$ cat src/rtl/cla_pkg.sv
// Shared definitions for the pipelined carry-lookahead adder family.
// Holds default sizing and the legal lookahead group-size check.
package cla_pkg;

  localparam int DEFAULT_WIDTH = 32;
  localparam int DEFAULT_GROUP = 4;

  // Lookahead groups are limited to sizes whose sum-of-products carries stay shallow.
  function automatic bit group_is_legal(input int group);
    return (group == 2) || (group == 4) || (group == 8);
  endfunction

endpackage

$ cat src/rtl/cla_group.sv
// One lookahead group: carry into every bit from a single group carry-in,
// plus the group propagate/generate terms (generate assumes zero carry-in).
module cla_group #(
  parameter int GROUP = 4
) (
  input  logic [GROUP-1:0] p,
  input  logic [GROUP-1:0] g,
  input  logic             ci,
  output logic [GROUP-1:0] c,
  output logic             pg,
  output logic             gg
);

  // Flat sum-of-products: c_n = G_{n-1} | P_{n-1}G_{n-2} | ... | P_{n-1..0}ci
  function automatic logic lookahead(input logic [GROUP-1:0] pv,
                                     input logic [GROUP-1:0] gv,
                                     input logic             cv,
                                     input int               n);
    logic res;
    logic term;
    res = cv;
    for (int j = 0; j < n; j++) res = res & pv[j];
    for (int k = 0; k < n; k++) begin
      term = gv[k];
      for (int j = k + 1; j < n; j++) term = term & pv[j];
      res = res | term;
    end
    return res;
  endfunction

  for (genvar gi = 0; gi < GROUP; gi++) begin : g_carry
    assign c[gi] = lookahead(p, g, ci, gi);
  end

  assign pg = &p;
  assign gg = lookahead(p, g, 1'b0, GROUP);

endmodule

$ cat src/rtl/cla_pipe_adder.sv
// Two-stage pipelined carry-lookahead adder/subtractor with valid/ready flow
// control: stage 1 forms bit and group P/G, stage 2 resolves carries and sums.
module cla_pipe_adder
  import cla_pkg::*;
#(
  parameter int WIDTH = DEFAULT_WIDTH,
  parameter int GROUP = DEFAULT_GROUP
) (
  input  logic             clk,
  input  logic             rst,
  input  logic             in_valid,
  output logic             in_ready,
  input  logic [WIDTH-1:0] a,
  input  logic [WIDTH-1:0] b,
  input  logic             cin,
  input  logic             sub,
  output logic             out_valid,
  input  logic             out_ready,
  output logic [WIDTH-1:0] sum,
  output logic             cout,
  output logic             ovf,
  output logic             pg,
  output logic             gg
);

  localparam int NGROUP = WIDTH / GROUP;

  if (!group_is_legal(GROUP) || (WIDTH % GROUP) != 0 || WIDTH < GROUP) begin : g_bad_params
    $error("cla_pipe_adder: WIDTH must be a multiple of GROUP and GROUP must be 2, 4 or 8");
  end

  logic s1_valid;
  logic s2_valid;
  logic adv1;
  logic adv2;

  assign adv2      = ~s2_valid | out_ready;
  assign adv1      = ~s1_valid | adv2;
  assign in_ready  = adv1;
  assign out_valid = s2_valid;

  // ---------------- stage 1: operand conditioning and group P/G ----------------
  logic [WIDTH-1:0]  b_eff;
  logic [WIDTH-1:0]  p_in;
  logic [WIDTH-1:0]  g_in;
  logic              c0_in;
  logic [NGROUP-1:0] pgk_in;
  logic [NGROUP-1:0] ggk_in;

  assign b_eff = sub ? ~b : b;
  assign c0_in = sub | cin;
  assign p_in  = a ^ b_eff;
  assign g_in  = a & b_eff;

  for (genvar gi = 0; gi < NGROUP; gi++) begin : g_s1
    logic gen;
    always_comb begin
      gen = 1'b0;
      for (int j = 0; j < GROUP; j++) gen = g_in[gi*GROUP+j] | (p_in[gi*GROUP+j] & gen);
    end
    assign pgk_in[gi] = &p_in[gi*GROUP +: GROUP];
    assign ggk_in[gi] = gen;
  end

  logic [WIDTH-1:0]  p_reg;
  logic [WIDTH-1:0]  g_reg;
  logic [NGROUP-1:0] pgk_reg;
  logic [NGROUP-1:0] ggk_reg;
  logic              c0_reg;

  // ---------------- stage 2: carry resolution ----------------
  logic [NGROUP:0]   grp_c;
  logic [WIDTH-1:0]  bit_c;
  logic [NGROUP-1:0] blk_pg;
  logic [NGROUP-1:0] blk_gg;
  logic [WIDTH-1:0]  sum_next;
  logic              cout_next;
  logic              ovf_next;
  logic              pg_next;
  logic              gg_next;

  always_comb begin
    grp_c    = '0;
    grp_c[0] = c0_reg;
    for (int k = 0; k < NGROUP; k++) grp_c[k+1] = ggk_reg[k] | (pgk_reg[k] & grp_c[k]);
  end

  for (genvar gi = 0; gi < NGROUP; gi++) begin : g_s2
    cla_group #(
      .GROUP (GROUP)
    ) u_group (
      .p  (p_reg[gi*GROUP +: GROUP]),
      .g  (g_reg[gi*GROUP +: GROUP]),
      .ci (grp_c[gi]),
      .c  (bit_c[gi*GROUP +: GROUP]),
      .pg (blk_pg[gi]),
      .gg (blk_gg[gi])
    );
  end

  // Block generate is the group-level lookahead with the carry-in forced to zero.
  always_comb begin
    gg_next = 1'b0;
    for (int k = 0; k < NGROUP; k++) gg_next = blk_gg[k] | (blk_pg[k] & gg_next);
  end

  assign pg_next   = &blk_pg;
  assign sum_next  = p_reg ^ bit_c;
  assign cout_next = grp_c[NGROUP];
  assign ovf_next  = grp_c[NGROUP] ^ bit_c[WIDTH-1];

  always_ff @(posedge clk or posedge rst) begin
    if (rst) begin
      s1_valid <= 1'b0;
      p_reg    <= '0;
      g_reg    <= '0;
      pgk_reg  <= '0;
      ggk_reg  <= '0;
      c0_reg   <= 1'b0;
      s2_valid <= 1'b0;
      sum      <= '0;
      cout     <= 1'b0;
      ovf      <= 1'b0;
      pg       <= 1'b0;
      gg       <= 1'b0;
    end else begin
      if (adv1) begin
        s1_valid <= in_valid;
        if (in_valid) begin
          p_reg   <= p_in;
          g_reg   <= g_in;
          pgk_reg <= pgk_in;
          ggk_reg <= ggk_in;
          c0_reg  <= c0_in;
        end
      end
      if (adv2) begin
        s2_valid <= s1_valid;
        if (s1_valid) begin
          sum  <= sum_next;
          cout <= cout_next;
          ovf  <= ovf_next;
          pg   <= pg_next;
          gg   <= gg_next;
        end
      end
    end
  end

endmodule

$ cat config.mk
export PLATFORM = sky130hd
export DESIGN_NAME = cla_pipe_adder
export DESIGN_NICKNAME = d
export VERILOG_FILES = /design/src/rtl/cla_pkg.sv /design/src/rtl/cla_group.sv /design/src/rtl/cla_pipe_adder.sv
export SDC_FILE = /design/constraint.sdc
export NUM_CORES = 1
export LEC_CHECK = 0
export CAP_MARGIN = 5
export CORE_MARGIN = 2
export CORE_UTILIZATION = 53
export DETAILED_ROUTE_END_ITERATION = 16
export PLACE_DENSITY_LB_ADDON = 0.08
export SLEW_MARGIN = 40
export SYNTH_ARGS = -nofsm -noshare
export SYNTH_HDL_FRONTEND = slang
export SYNTH_HIERARCHICAL = 1
export SYNTH_SLANG_ARGS = --single-unit
$ cat constraint.sdc
create_clock -name clk -period 5.5 [get_ports clk]
set_input_delay 1.1 -clock clk [delete_from_list [all_inputs] [get_ports clk]]
set_output_delay 1.1 -clock clk [all_outputs]
set_load 0.005 [all_outputs]
Yosys cells after proc, flatten, opt, wreduce, memory -nomap -nowiden:

Index checks and enable logic that the tools add are counted.

* register bits after elaboration: 119
* input port bits: 70
* output and inout bits: 38
* word-level logic and storage cells: 263

* muxes and demuxes: 1
* bitwise logic cells: 232
* reductions and logical operators: 18

Operators by type and width (count)
* $or A1 B1 Y1: 114
* $and A1 B1 Y1: 111
* $xor A32 B32 Y32: 2
* $reduce_and A4 Y1: 15
* $and A32 B32 Y32: 1
* $mux W32: 1
* $not A32 Y32: 1
* $reduce_and A32 Y1: 1
* $reduce_and A2 Y1: 2
* $not A1 Y1: 2
* $xor A1 B1 Y1: 1

Depth between registers and ports, before layout:

* depth in word-level cells: 21
* gate-level depth with buffers: 10
* mapped depth without buffers: 10

Hierarchy:

Netlist, hierarchy kept.

Modules (own cells, without submodules)
* cla_pipe_adder: times used 1, cells each 474, area each 5689.2 sq um, sequential area each 2977.9 sq um
* cla_group: times used 8, cells each 13, area each 67.6 sq um, sequential area each 0.0 sq um

Least setup slack after synthesis:

OpenSTA, ideal clock, no wires.

* path kind: input -> register
* start point: input sub
* end point: register ggk_reg[1]
* library setup time: 128 ps
* arrival time: 2509 ps
* required time: 5372 ps
* slack: 2864 ps
* cell stages on the path: 8
* buffers on the path: 2
* cell sequence: clkbuf_1 buf_2 xor2_1 ha_1 a21o_1 a21o_1 a21oi_1 o21ai_0

* cells in the longest elaborated chain, start to end: 8
* elaborated cells between the ends (all ways): 9
* those cells by class: mux: 1; bitwise: 8

RTL lines
* from (decl): line cla_pipe_adder.sv:16 `input logic sub,`
* $mux W32: line cla_pipe_adder.sv:50 `assign b_eff = sub ? ~b : b;`
* $xor A32 B32 Y32: line cla_pipe_adder.sv:52 `assign p_in = a ^ b_eff;`
* via p_in[5]: line cla_pipe_adder.sv:44 `logic [WIDTH-1:0] p_in;`
* $and A1 B1 Y1: line cla_pipe_adder.sv:59 `for (int j = 0; j < GROUP; j++) gen = g_in[gi*GROUP+j] | (p_in[gi*GROUP+j] & gen);`
* $or A1 B1 Y1: line cla_pipe_adder.sv:59
* $and A1 B1 Y1: line cla_pipe_adder.sv:59
* $or A1 B1 Y1: line cla_pipe_adder.sv:59
* $and A1 B1 Y1: line cla_pipe_adder.sv:59
* $or A1 B1 Y1: line cla_pipe_adder.sv:59
* to (signal assigned): line cla_pipe_adder.sv:133 `ggk_reg <= ggk_in;`
* to (decl): line cla_pipe_adder.sv:68 `logic [NGROUP-1:0] ggk_reg;`

The timed path passes the listed nets, and every way through them passes these cells.
A chain may end at the register's enable or synchronous reset.

Worst setup path in the final report:

* start point: input out_ready
* end point: output in_ready

* cells in the longest elaborated chain, start to end: 2

RTL lines
* from (decl): line cla_pipe_adder.sv:18 `input logic out_ready,`
* $or A1 B1 Y1: line cla_pipe_adder.sv:37 `assign adv2 = ~s2_valid | out_ready;`
* $or A1 B1 Y1: line cla_pipe_adder.sv:38 `assign adv1 = ~s1_valid | adv2;`
* to (decl): line cla_pipe_adder.sv:12 `output logic in_ready,`

No other way between the ends.

==> qor.yml <==
global_route:
  overflow: 0
  grt_max_degree: 99
  antenna_found_initial: 0
  grt_pass1_vias: 4567
  track_usage_pct: 21.8
  grt_first_pass_wirelength_um: 21800
synthesis:
  avgSynthCellArea_um2: 10.8
  synth_top_cell_by_area: "dfrtp_1"
  ys_warn_count: 6
  ys_seq_area_share_pct: 47.8
  syn_nets: 680
  synthTopCellsByArea: "dfrtp_1, mux2_2, ha_1, o21ai_0, nand2_1"
  synthDominantCellAreaShare_pct: 47.8
  ys_ff_latch: 119
  synth_area_um2: 6230
  synth_cells: 578
  synth_cell_type_count: 32
clock_network:
  cts.path.max_buffers: 2
  cts_sinks: 119
  cts_root_buf: "clkbuf_16"
  clk_pin_slew_ps: 50
  cts_tree: "built"
  post-cts-setup-buffer-count: 0
  htreeDepth: 4
  cts-resized-gates: 0
  holdBufCountCts: 0
  clk-insertion-delay-late_ps: 410
  cts_buffers: 17
placed_design:
  dpl.cell_count: 802
  finalWeightedCongestion: 0.887
  io_buffers: 107
  place_area_um2: 7360
  hpwlAfterDp_um: 9250
timing:
  max_clock_freq_mhz: 287
  rsz0062_at_grt: "no"
  worst_pin_slew_ps: 674
  setup_violations: 0
  fin_crit_sh_pct: 63.4
  drv_slew: 0
  tns_ps: 0
  finalHoldViolCount: 0
  fin_hold_ws_ps: 471
  min_period_ps: 3490
  fin_skew_ps: 7.10
  maxSlewHeadroom_pct: 55.1
floorplan:
  io_pins: 108
  start_util_pct: 54.3
  die_h_um: 112
  chipWidth_um: 112
  die_area_um2: 12600
  fp-row-count: 39
  core-area_um2: 11500
worst_setup_path:
  worst_path_most_repeated_cell: "clkdlybuf4s50_1"
  cp_slowest_cell: "clkdlybuf4s50_1"
  cp.required_ps: 4400
  path_max_fanout: 3
  end_kind: "output pin"
  worstSetupPathType: "in -> out"
  path_cells: "clkdlybuf4s50_1 -> nand3b_1 -> clkdlybuf4s50_1"
  critPathArrivalTime_ps: 2390
  worst_path_largest_cell_delay_ps: 560
  start_kind: "input pin"
  cp.buffers_inverters: 2
  cp_top_family: "buffers and inverters"
drt:
  drtAntennaViolNets: 0
  wl_per_cell_um: 15.5
  vias: 4484
  drt_iter0_markers: 256
  viasPerCell: 5.38
  drt-pass1-iter-count: 4
  drc: 0
  drt_wl_total_um: 12900
final_layout:
  final_area_um2: 8000
  antennaDiodeCount: 0
  final_cells: 834
  area_delta_synth_final_pct: 28.5
  finalNetCount: 780
  drive_above_1_share_pct: 17.8
power_and_ir_drop:
  p_int_mw: 2.45
  switching_share_pct: 27.9
  p_leak_nw: 3.63
  p_clk_share_pct: 34.6
  p_total_mw: 3.39
  power_density_nw_per_um2: 424
  p_sw_mw: 0.946
  pwr-share-comb_pct: 27.4
  peakVddDrop_mv: 0.298
  seqPwrFrac_pct: 38.0
outcome:
  status: "finished clean"
run:
  drv_cap: 0
hold_path:
  hp-class: "reg -> reg"
-- through the flow --
step                      util (%)  setup slack, ps
after floorplan                  -             1240
after global placement        64.1             2130
after detailed placement      64.2             2000
after CTS                     69.7             2000
after global routing          69.8             1960
final                         69.8             2010
-- Yosys cell counts --
cell	instances
o21bai_1	1
o21ai_0	67
a2111oi_0	1
and3_1	2
buf_2	12
nand4_1	9
a211oi_2	1
nand2b_1	3
dfrtp_1	119
ha_1	32
o21a_1	2
xor2_1	32
inv_2	8
buf_4	9
nand3b_1	1
a21oi_2	8
a21o_1	30
a21o_2	2
xnor2_1	33
nand3_1	1
mux2_2	65
nand2_1	77
nor2_1	12
clkbuf_1	8
o21ai_1	1
inv_1	1
nor2_2	1
nor3_1	1
o21ai_2	1
nor2b_1	1
o31ai_4	1
a21oi_1	36
-- per-layer routing --
metal,track usage (%),share of wire (%),vias to the layer above
li1,-,-,2207
met1,28.9,47,2170
met2,35.0,48,92
met3,5.24,3.9,15
met4,8.21,1.5,0
met5,0,0,-
-- power by group through the flow --
stage / clock network [mW] / logic, mW / registers [mW]
final: 1.17 / 0.929 / 1.29
after CTS: 1.19 / 0.943 / 1.29
after detailed placement: 0 / 0.932 / 1.30
after global placement: 0 / 0.915 / 1.29
after floorplan: 0 / 0.549 / 1.27
after global routing: 1.23 / 1.03 / 1.33
-- cell families after synthesis --
kind of cell / after synthesis / share of synthesized area [%]
simple gates: 108 / 7.25
xor+xnor: 65 / 9.14
flops: 119 / 47.8
compound gates: 151 / 14.6
fa+ha+maj: 32 / 6.43
mux: 65 / 11.7
buf+inv: 38 / 3.07
-- worst paths after layout --
path | start | to | slack (ps) | cells past startpoint
setup / recovery | out_ready | in_ready | 2010 | 3
hold / removal | sum[27] | sum[27] | 470 | 2
setup reg to reg | c0_reg | sum[31] | 3160 | 9
hold reg to reg | sum[27] | sum[27] | 470 | 2
max in group asynchronous | rst | sum[26] | 3570 | 3
min in group asynchronous | rst | sum[11] | 1010 | 2
-- worst min-delay path, cell delays in order (launching register included) --
cell and delay [ps]:
dfrtp_1 340, nand2_1 40, o21ai_0 60
-- final cells by class --
cell class / count / area [um2]
Fill cell: 875 / 3460
Multi-Input combinational cell: 421 / 3080
Sequential cell: 119 / 2980
Timing Repair Buffer: 110 / 1090
Clock buffer: 24 / 492
Tap cell: 143 / 179
Clock inverter: 8 / 143
Inverter: 9 / 36.3
-- placed cells by master (no fill, tap or decap), drive strengths merged, types with 2 or more instances in the layout --
master           n
xor2            32
inv              9
nor2            13
clkinv           3
ha              32
bufinv           4
nand4            9
and3             2
buf              4
o21a             2
o21ai           69
clkbuf          24
dfrtp          119
a21oi           44
xnor2           33
a21o            32
clkdlybuf4s50  106
mux2            65
nand2           77
nand2b           3
(Power assumes the default switching activity.)
==> edit 1: new RTL, same settings <==
Change the package constant `DEFAULT_WIDTH` from 32 to 16.
--- a/src/rtl/cla_pkg.sv
+++ b/src/rtl/cla_pkg.sv
@@ -2,7 +2,7 @@
 // Holds default sizing and the legal lookahead group-size check.
 package cla_pkg;
 
-  localparam int DEFAULT_WIDTH = 32;
+  localparam int DEFAULT_WIDTH = 16;
   localparam int DEFAULT_GROUP = 4;
 
   // Lookahead groups are limited to sizes whose sum-of-products carries stay shallow.
Interface: changed (resized a, b and sum); port bits go from 108 to 60. The function was not compared with the original's and may differ.
==> edit 1 against the unedited design <==
Power is 55% lower. Setup slack gained 0.18 ns. Synthesized cell count shrank 41%. Design area shrank 49%. Synthesized area decreased by 47%. Sequential cell count is 56 lower. Global-route usage decreased by 0.85 points. Wire length down 49%. Combinational power is 52% lower. Non-clock buffer count shrank 48.
==> edit 1: results (changes against the unedited design) <==
<table>
<tr><th>Metric</th><th>Value</th></tr>
<tr><th colspan="2">Outcome</th></tr>
<tr><td>Outcome</td><td>finished, final reports clean (unchanged)</td></tr>
<tr><th colspan="2">Clock tree</th></tr>
<tr><td>Htree depth</td><td>3 (was 4)</td></tr>
<tr><td>Clock root cell</td><td>sky130_fd_sc_hd__clkbuf_8 (was sky130_fd_sc_hd__clkbuf_16)</td></tr>
<tr><td>Clock transition at the registers of the reported paths</td><td>0.07 ns (was 0.05 ns)</td></tr>
<tr><td>Number of buffers inserted during clock tree synthesis</td><td>9 (was 17)</td></tr>
<tr><th colspan="2">Final layout</th></tr>
<tr><td>Area delta synth-&gt;final</td><td>24.8% (was 28.5%)</td></tr>
<tr><td>Fraction of layout instances using a drive strength above 1</td><td>0.117 (was 0.178)</td></tr>
<tr><td>Final #Nets</td><td>450 (was 780)</td></tr>
<tr><td>Filler cells</td><td>492 (was 875)</td></tr>
<tr><th colspan="2">Detailed routing</th></tr>
<tr><td>Initial detailed-routing violation count</td><td>101 (was 256)</td></tr>
<tr><td>DR vias</td><td>2489 (was 4484)</td></tr>
<tr><th colspan="2">Yosys</th></tr>
<tr><td>Count of unique library cells instantiated by Yosys</td><td>28 (was 32)</td></tr>
<tr><td>Sequential-to-total area share from yosys stat</td><td>0.479 (was 0.478)</td></tr>
<tr><td>Top post-synthesis cells by count</td><td>sky130_fd_sc_hd__nand2_1 (87), sky130_fd_sc_hd__dfrtp_1 (63), sky130_fd_sc_hd__o21ai_0 (35) (was sky130_fd_sc_hd__dfrtp_1 (119), sky130_fd_sc_hd__nand2_1 (77), sky130_fd_sc_hd__o21ai_0 (67))</td></tr>
<tr><th colspan="2">Power</th></tr>
<tr><td>Worst IR drop on VDD</td><td>0.218 mV (was 0.298 mV)</td></tr>
<tr><td>Fraction of power spent switching nets</td><td>0.296 (was 0.279)</td></tr>
<tr><th colspan="2">Critical path</th></tr>
<tr><td>Worst R2R Path Depth</td><td>7 (was 9)</td></tr>
<tr><td>Worst flop-to-flop path endpoint</td><td>ovf$_DFFE_PP0P_ (was sum[31]$_DFFE_PP0P_)</td></tr>
<tr><th colspan="2">Place</th></tr>
<tr><td>IO buf count</td><td>59 (was 107)</td></tr>
<tr><td>DP Wirelength</td><td>4760 µm (was 9250 µm)</td></tr>
<tr><th colspan="2">Global routing</th></tr>
<tr><td>Largest net degree at the start of global routing</td><td>37 (was 99)</td></tr>
<tr><td>Number of global-route vias before repair</td><td>2471 (was 4567)</td></tr>
<tr><td>Wire length of the first global-routing pass</td><td>11600 µm (was 21800 µm)</td></tr>
<tr><th colspan="2">STA</th></tr>
<tr><td>Post-Route Skew</td><td>0.00684 ns (was 0.00710 ns)</td></tr>
<tr><td>Worst-Margin Slew</td><td>0.657 ns (was 0.674 ns)</td></tr>
</table>
edit 1: cell type report:
class	instances	area share
clock buffers	10	0.0310
clock inverters	6	0.0207
inverters	5	0.00456
multi-input cells	255	0.390
flip-flops and latches	63	0.383
well taps	75	0.0228
repair buffers	62	0.148
edit 1: worst max-delay path, cell delays in order:
cell and delay, ns:
sky130_fd_sc_hd__clkdlybuf4s50_1 0.46, sky130_fd_sc_hd__nand3b_2 0.14, sky130_fd_sc_hd__clkdlybuf4s50_1 0.51
edit 1: routing by layer:
metal,track usage,vias to the layer above,part of all wire
met2,0.353,62,0.49
met4,0.0537,0,0.010
li1,-,1250,-
met1,0.268,1168,0.45
met3,0.0567,9,0.045
met5,0,-,0
edit 1: through the flow:
| step | hold WS [ns] | cells |
|---|---|---|
| after CTS | 0.482 | 476 |
| after floorplan | 0.447 | 339 |
| after global routing | 0.506 | 476 |
| after global placement | 0.460 | 460 |
| after detailed placement | 0.465 | 460 |
| final | 0.476 | 476 |
edit 1: cells by family (layout without fill, tap and decap cells):
family / Yosys count / count (layout) / share of synthesized area
AND/OR/NAND/NOR: 117 / 117 / 0.149
flip-flops: 63 / 63 / 0.479
XOR/XNOR: 32 / 32 / 0.0851
AO/OA/AOI/OAI: 74 / 74 / 0.127
buffers and inverters: 21 / 83 / 0.0357
adder cells (fa/ha/maj): 16 / 16 / 0.0608
multiplexers: 16 / 16 / 0.0638
edit 1: worst max-delay path by stage:
| stage | from | end | slack, ns | cells past startpoint |
|---|---|---|---|---|
| 4_1_cts | out_ready | in_ready | 2.18 | 3 |
| 6_report | out_ready | in_ready | 2.19 | 3 |
| 3_5_place_dp | out_ready | in_ready | 2.17 | 3 |
| 2_1_floorplan | rst | c0_reg$_DFFE_PP0P_ | 2.83 | 1 |
| 5_1_grt | out_ready | in_ready | 2.13 | 3 |
| 3_3_place_gp | out_ready | in_ready | 2.20 | 3 |
edit 1: power by group through the flow:
stage	Sequential, W	Combinational (W)	Clock, W
final	0.000662	0.000446	0.000434
after global routing	0.000680	0.000501	0.000463
after CTS	0.000663	0.000451	0.000441
after detailed placement	0.000672	0.000448	0
after global placement	0.000667	0.000441	0
after floorplan	0.000656	0.000267	0
==> edit 2: new RTL, same flow settings <==
Without the edit above. Register the output `ovf` once more, with the module's reset; this adds one clock of latency there. The other outputs are not delayed to match.
--- a/src/rtl/cla_pipe_adder.sv
+++ b/src/rtl/cla_pipe_adder.sv
@@ -24,6 +24,8 @@
 );
 
   localparam int NGROUP = WIDTH / GROUP;
+
+  logic ovf_s0;
 
   if (!group_is_legal(GROUP) || (WIDTH % GROUP) != 0 || WIDTH < GROUP) begin : g_bad_params
     $error("cla_pipe_adder: WIDTH must be a multiple of GROUP and GROUP must be 2, 4 or 8");
@@ -120,7 +122,7 @@
       s2_valid <= 1'b0;
       sum      <= '0;
       cout     <= 1'b0;
-      ovf      <= 1'b0;
+      ovf_s0   <= 1'b0;
       pg       <= 1'b0;
       gg       <= 1'b0;
     end else begin
@@ -139,7 +141,7 @@
         if (s1_valid) begin
           sum  <= sum_next;
           cout <= cout_next;
-          ovf  <= ovf_next;
+          ovf_s0 <= ovf_next;
           pg   <= pg_next;
           gg   <= gg_next;
         end
@@ -147,5 +149,13 @@
     end
   end
 
+  always_ff @(posedge clk or posedge rst) begin
+    if (rst) begin
+      ovf <= '0;
+    end else begin
+      ovf <= ovf_s0;
+    end
+  end
+
 endmodule
 
Formal check against the unedited RTL: not equivalent (Yosys sat finds a counterexample within 4 cycles, from zero or initial values and one cycle with rst high).
==> edit 2 against the unedited design <==
Power down 4.2%. Design area down 0.89%. Sequential cell count up 1. Highest routed layer unchanged. Wire length up 0.29%. Clock power down 13%. Setup slack better by 0.012 ns. Critical path depth unchanged. Sequential share of layout area up 0.65 points. Synthesized area up 0.40%.
==> edit 2: results (changes against the unedited design) <==
<table>
<tr><th>Metric</th><th>Value</th></tr>
<tr><th colspan="2">Global routing</th></tr>
<tr><td>All-layer global routing usage</td><td>0.215 (was 0.218)</td></tr>
<tr><td>Largest net degree at the start of global routing</td><td>99 (unchanged)</td></tr>
<tr><td>Number of global-route vias before repair</td><td>4529 (was 4567)</td></tr>
<tr><td>Wire length of the first global-routing pass</td><td>21700 µm (was 21800 µm)</td></tr>
<tr><th colspan="2">Final layout</th></tr>
<tr><td>Final #Nets</td><td>781 (was 780)</td></tr>
<tr><td>Fraction of layout instances using a drive strength above 1</td><td>0.171 (was 0.178)</td></tr>
<tr><th colspan="2">Power</th></tr>
<tr><td>Worst IR drop on VDD</td><td>0.268 mV (was 0.298 mV)</td></tr>
<tr><td>Total leakage power</td><td>3.60 nW (was 3.63 nW)</td></tr>
<tr><th colspan="2">Place</th></tr>
<tr><td>Final weighted congestion in routability-driven placement</td><td>0.836 (was 0.887)</td></tr>
<tr><td>DP Wirelength</td><td>9240 µm (was 9250 µm)</td></tr>
<tr><th colspan="2">Yosys</th></tr>
<tr><td>Biggest area contributors in the synthesized netlist</td><td>sky130_fd_sc_hd__dfrtp_1 (48%), sky130_fd_sc_hd__mux2_2 (12%), sky130_fd_sc_hd__ha_1 (6.4%) (unchanged)</td></tr>
<tr><td>Sequential-to-total area share from yosys stat</td><td>0.480 (was 0.478)</td></tr>
<tr><td>Number of nets in the synthesized netlist</td><td>681 (was 680)</td></tr>
<tr><td>Top post-synthesis cells by count</td><td>sky130_fd_sc_hd__dfrtp_1 (120), sky130_fd_sc_hd__nand2_1 (77), sky130_fd_sc_hd__o21ai_0 (67) (was sky130_fd_sc_hd__dfrtp_1 (119), sky130_fd_sc_hd__nand2_1 (77), sky130_fd_sc_hd__o21ai_0 (67))</td></tr>
<tr><th colspan="2">Outcome</th></tr>
<tr><td>Outcome</td><td>finished, final reports clean (unchanged)</td></tr>
<tr><th colspan="2">Detailed routing</th></tr>
<tr><td>Vias per inst</td><td>5.37 (was 5.38)</td></tr>
<tr><td>Per-cell routed wire length</td><td>15.5 µm (about the same)</td></tr>
<tr><th colspan="2">Clock tree</th></tr>
<tr><td>Clock root cell</td><td>sky130_fd_sc_hd__clkbuf_16 (unchanged)</td></tr>
<tr><th colspan="2">STA</th></tr>
<tr><td>Worst setup slack after layout</td><td>2.02 ns (was 2.01 ns)</td></tr>
<tr><td>Post-Route Skew</td><td>0.00679 ns (was 0.00710 ns)</td></tr>
</table>
## edit 2: logic make-up after synthesis
kind of cell,Yosys count,synth area share
simple gates,108,0.0722
compound gates,151,0.145
fa+ha+maj,32,0.0640
mux,65,0.117
xor+xnor,65,0.0910
buf+inv,38,0.0306
flops,120,0.480
## edit 2: per-stage QoR
stage / hold slack, ns / cell area, µm² / std cells
2_1_floorplan: 0.354 / 6250 / 579
3_3_place_gp: 0.361 / 7380 / 803
3_5_place_dp: 0.376 / 7390 / 803
4_1_cts: 0.387 / 7930 / 833
5_1_grt: 0.400 / 7930 / 833
6_report: 0.389 / 7930 / 833
## edit 2: final cells by class
type,count,share of cell area
inverter,9,0.00457
tap,143,0.0226
multi-input combinational,421,0.388
clock inverter,3,0.00505
sequential,120,0.379
clock buffer,27,0.0634
timing repair buffer,110,0.138
## edit 2: worst paths after layout
| check | startpoint | cells after the start | to |
|---|---|---|---|
| min in group asynchronous | rst | 2 | g_reg[11]$_DFFE_PP0P_ |
| setup reg to reg | c0_reg$_DFFE_PP0P_ | 9 | ovf_s0$_DFFE_PP0P_ |
| hold reg to reg | ovf_s0$_DFFE_PP0P_ | 0 | ovf$_DFF_PP0_ |
| setup / recovery | out_ready | 3 | in_ready |
| max in group asynchronous | rst | 3 | p_reg[16]$_DFFE_PP0P_ |
| hold / removal | ovf_s0$_DFFE_PP0P_ | 0 | ovf$_DFF_PP0_ |
## edit 2: worst max-delay path, delay by kind of cell
family,cells,cell delay [ns]
buffers and inverters,2,1.03
and+or+nand+nor,1,0.25
## edit 2: report_power, final
group | switching, W | leakage [nW] | internal [W] | total (W)
sequential | 0.000191 | 1.49 | 0.00111 | 0.00130
combinational | 0.000381 | 1.84 | 0.000544 | 0.000925
clock | 0.000361 | 0.267 | 0.000662 | 0.00102
total | 0.000933 | 3.60 | 0.00232 | 0.00325
## edit 2: layer usage
layer  vias up  part of all wire  track usage
li1       2204                 -            -
met1      2168              0.47        0.289
met2        91              0.48        0.345
met3        12             0.036       0.0454
met4         0             0.014       0.0780
met5         -                 0            0
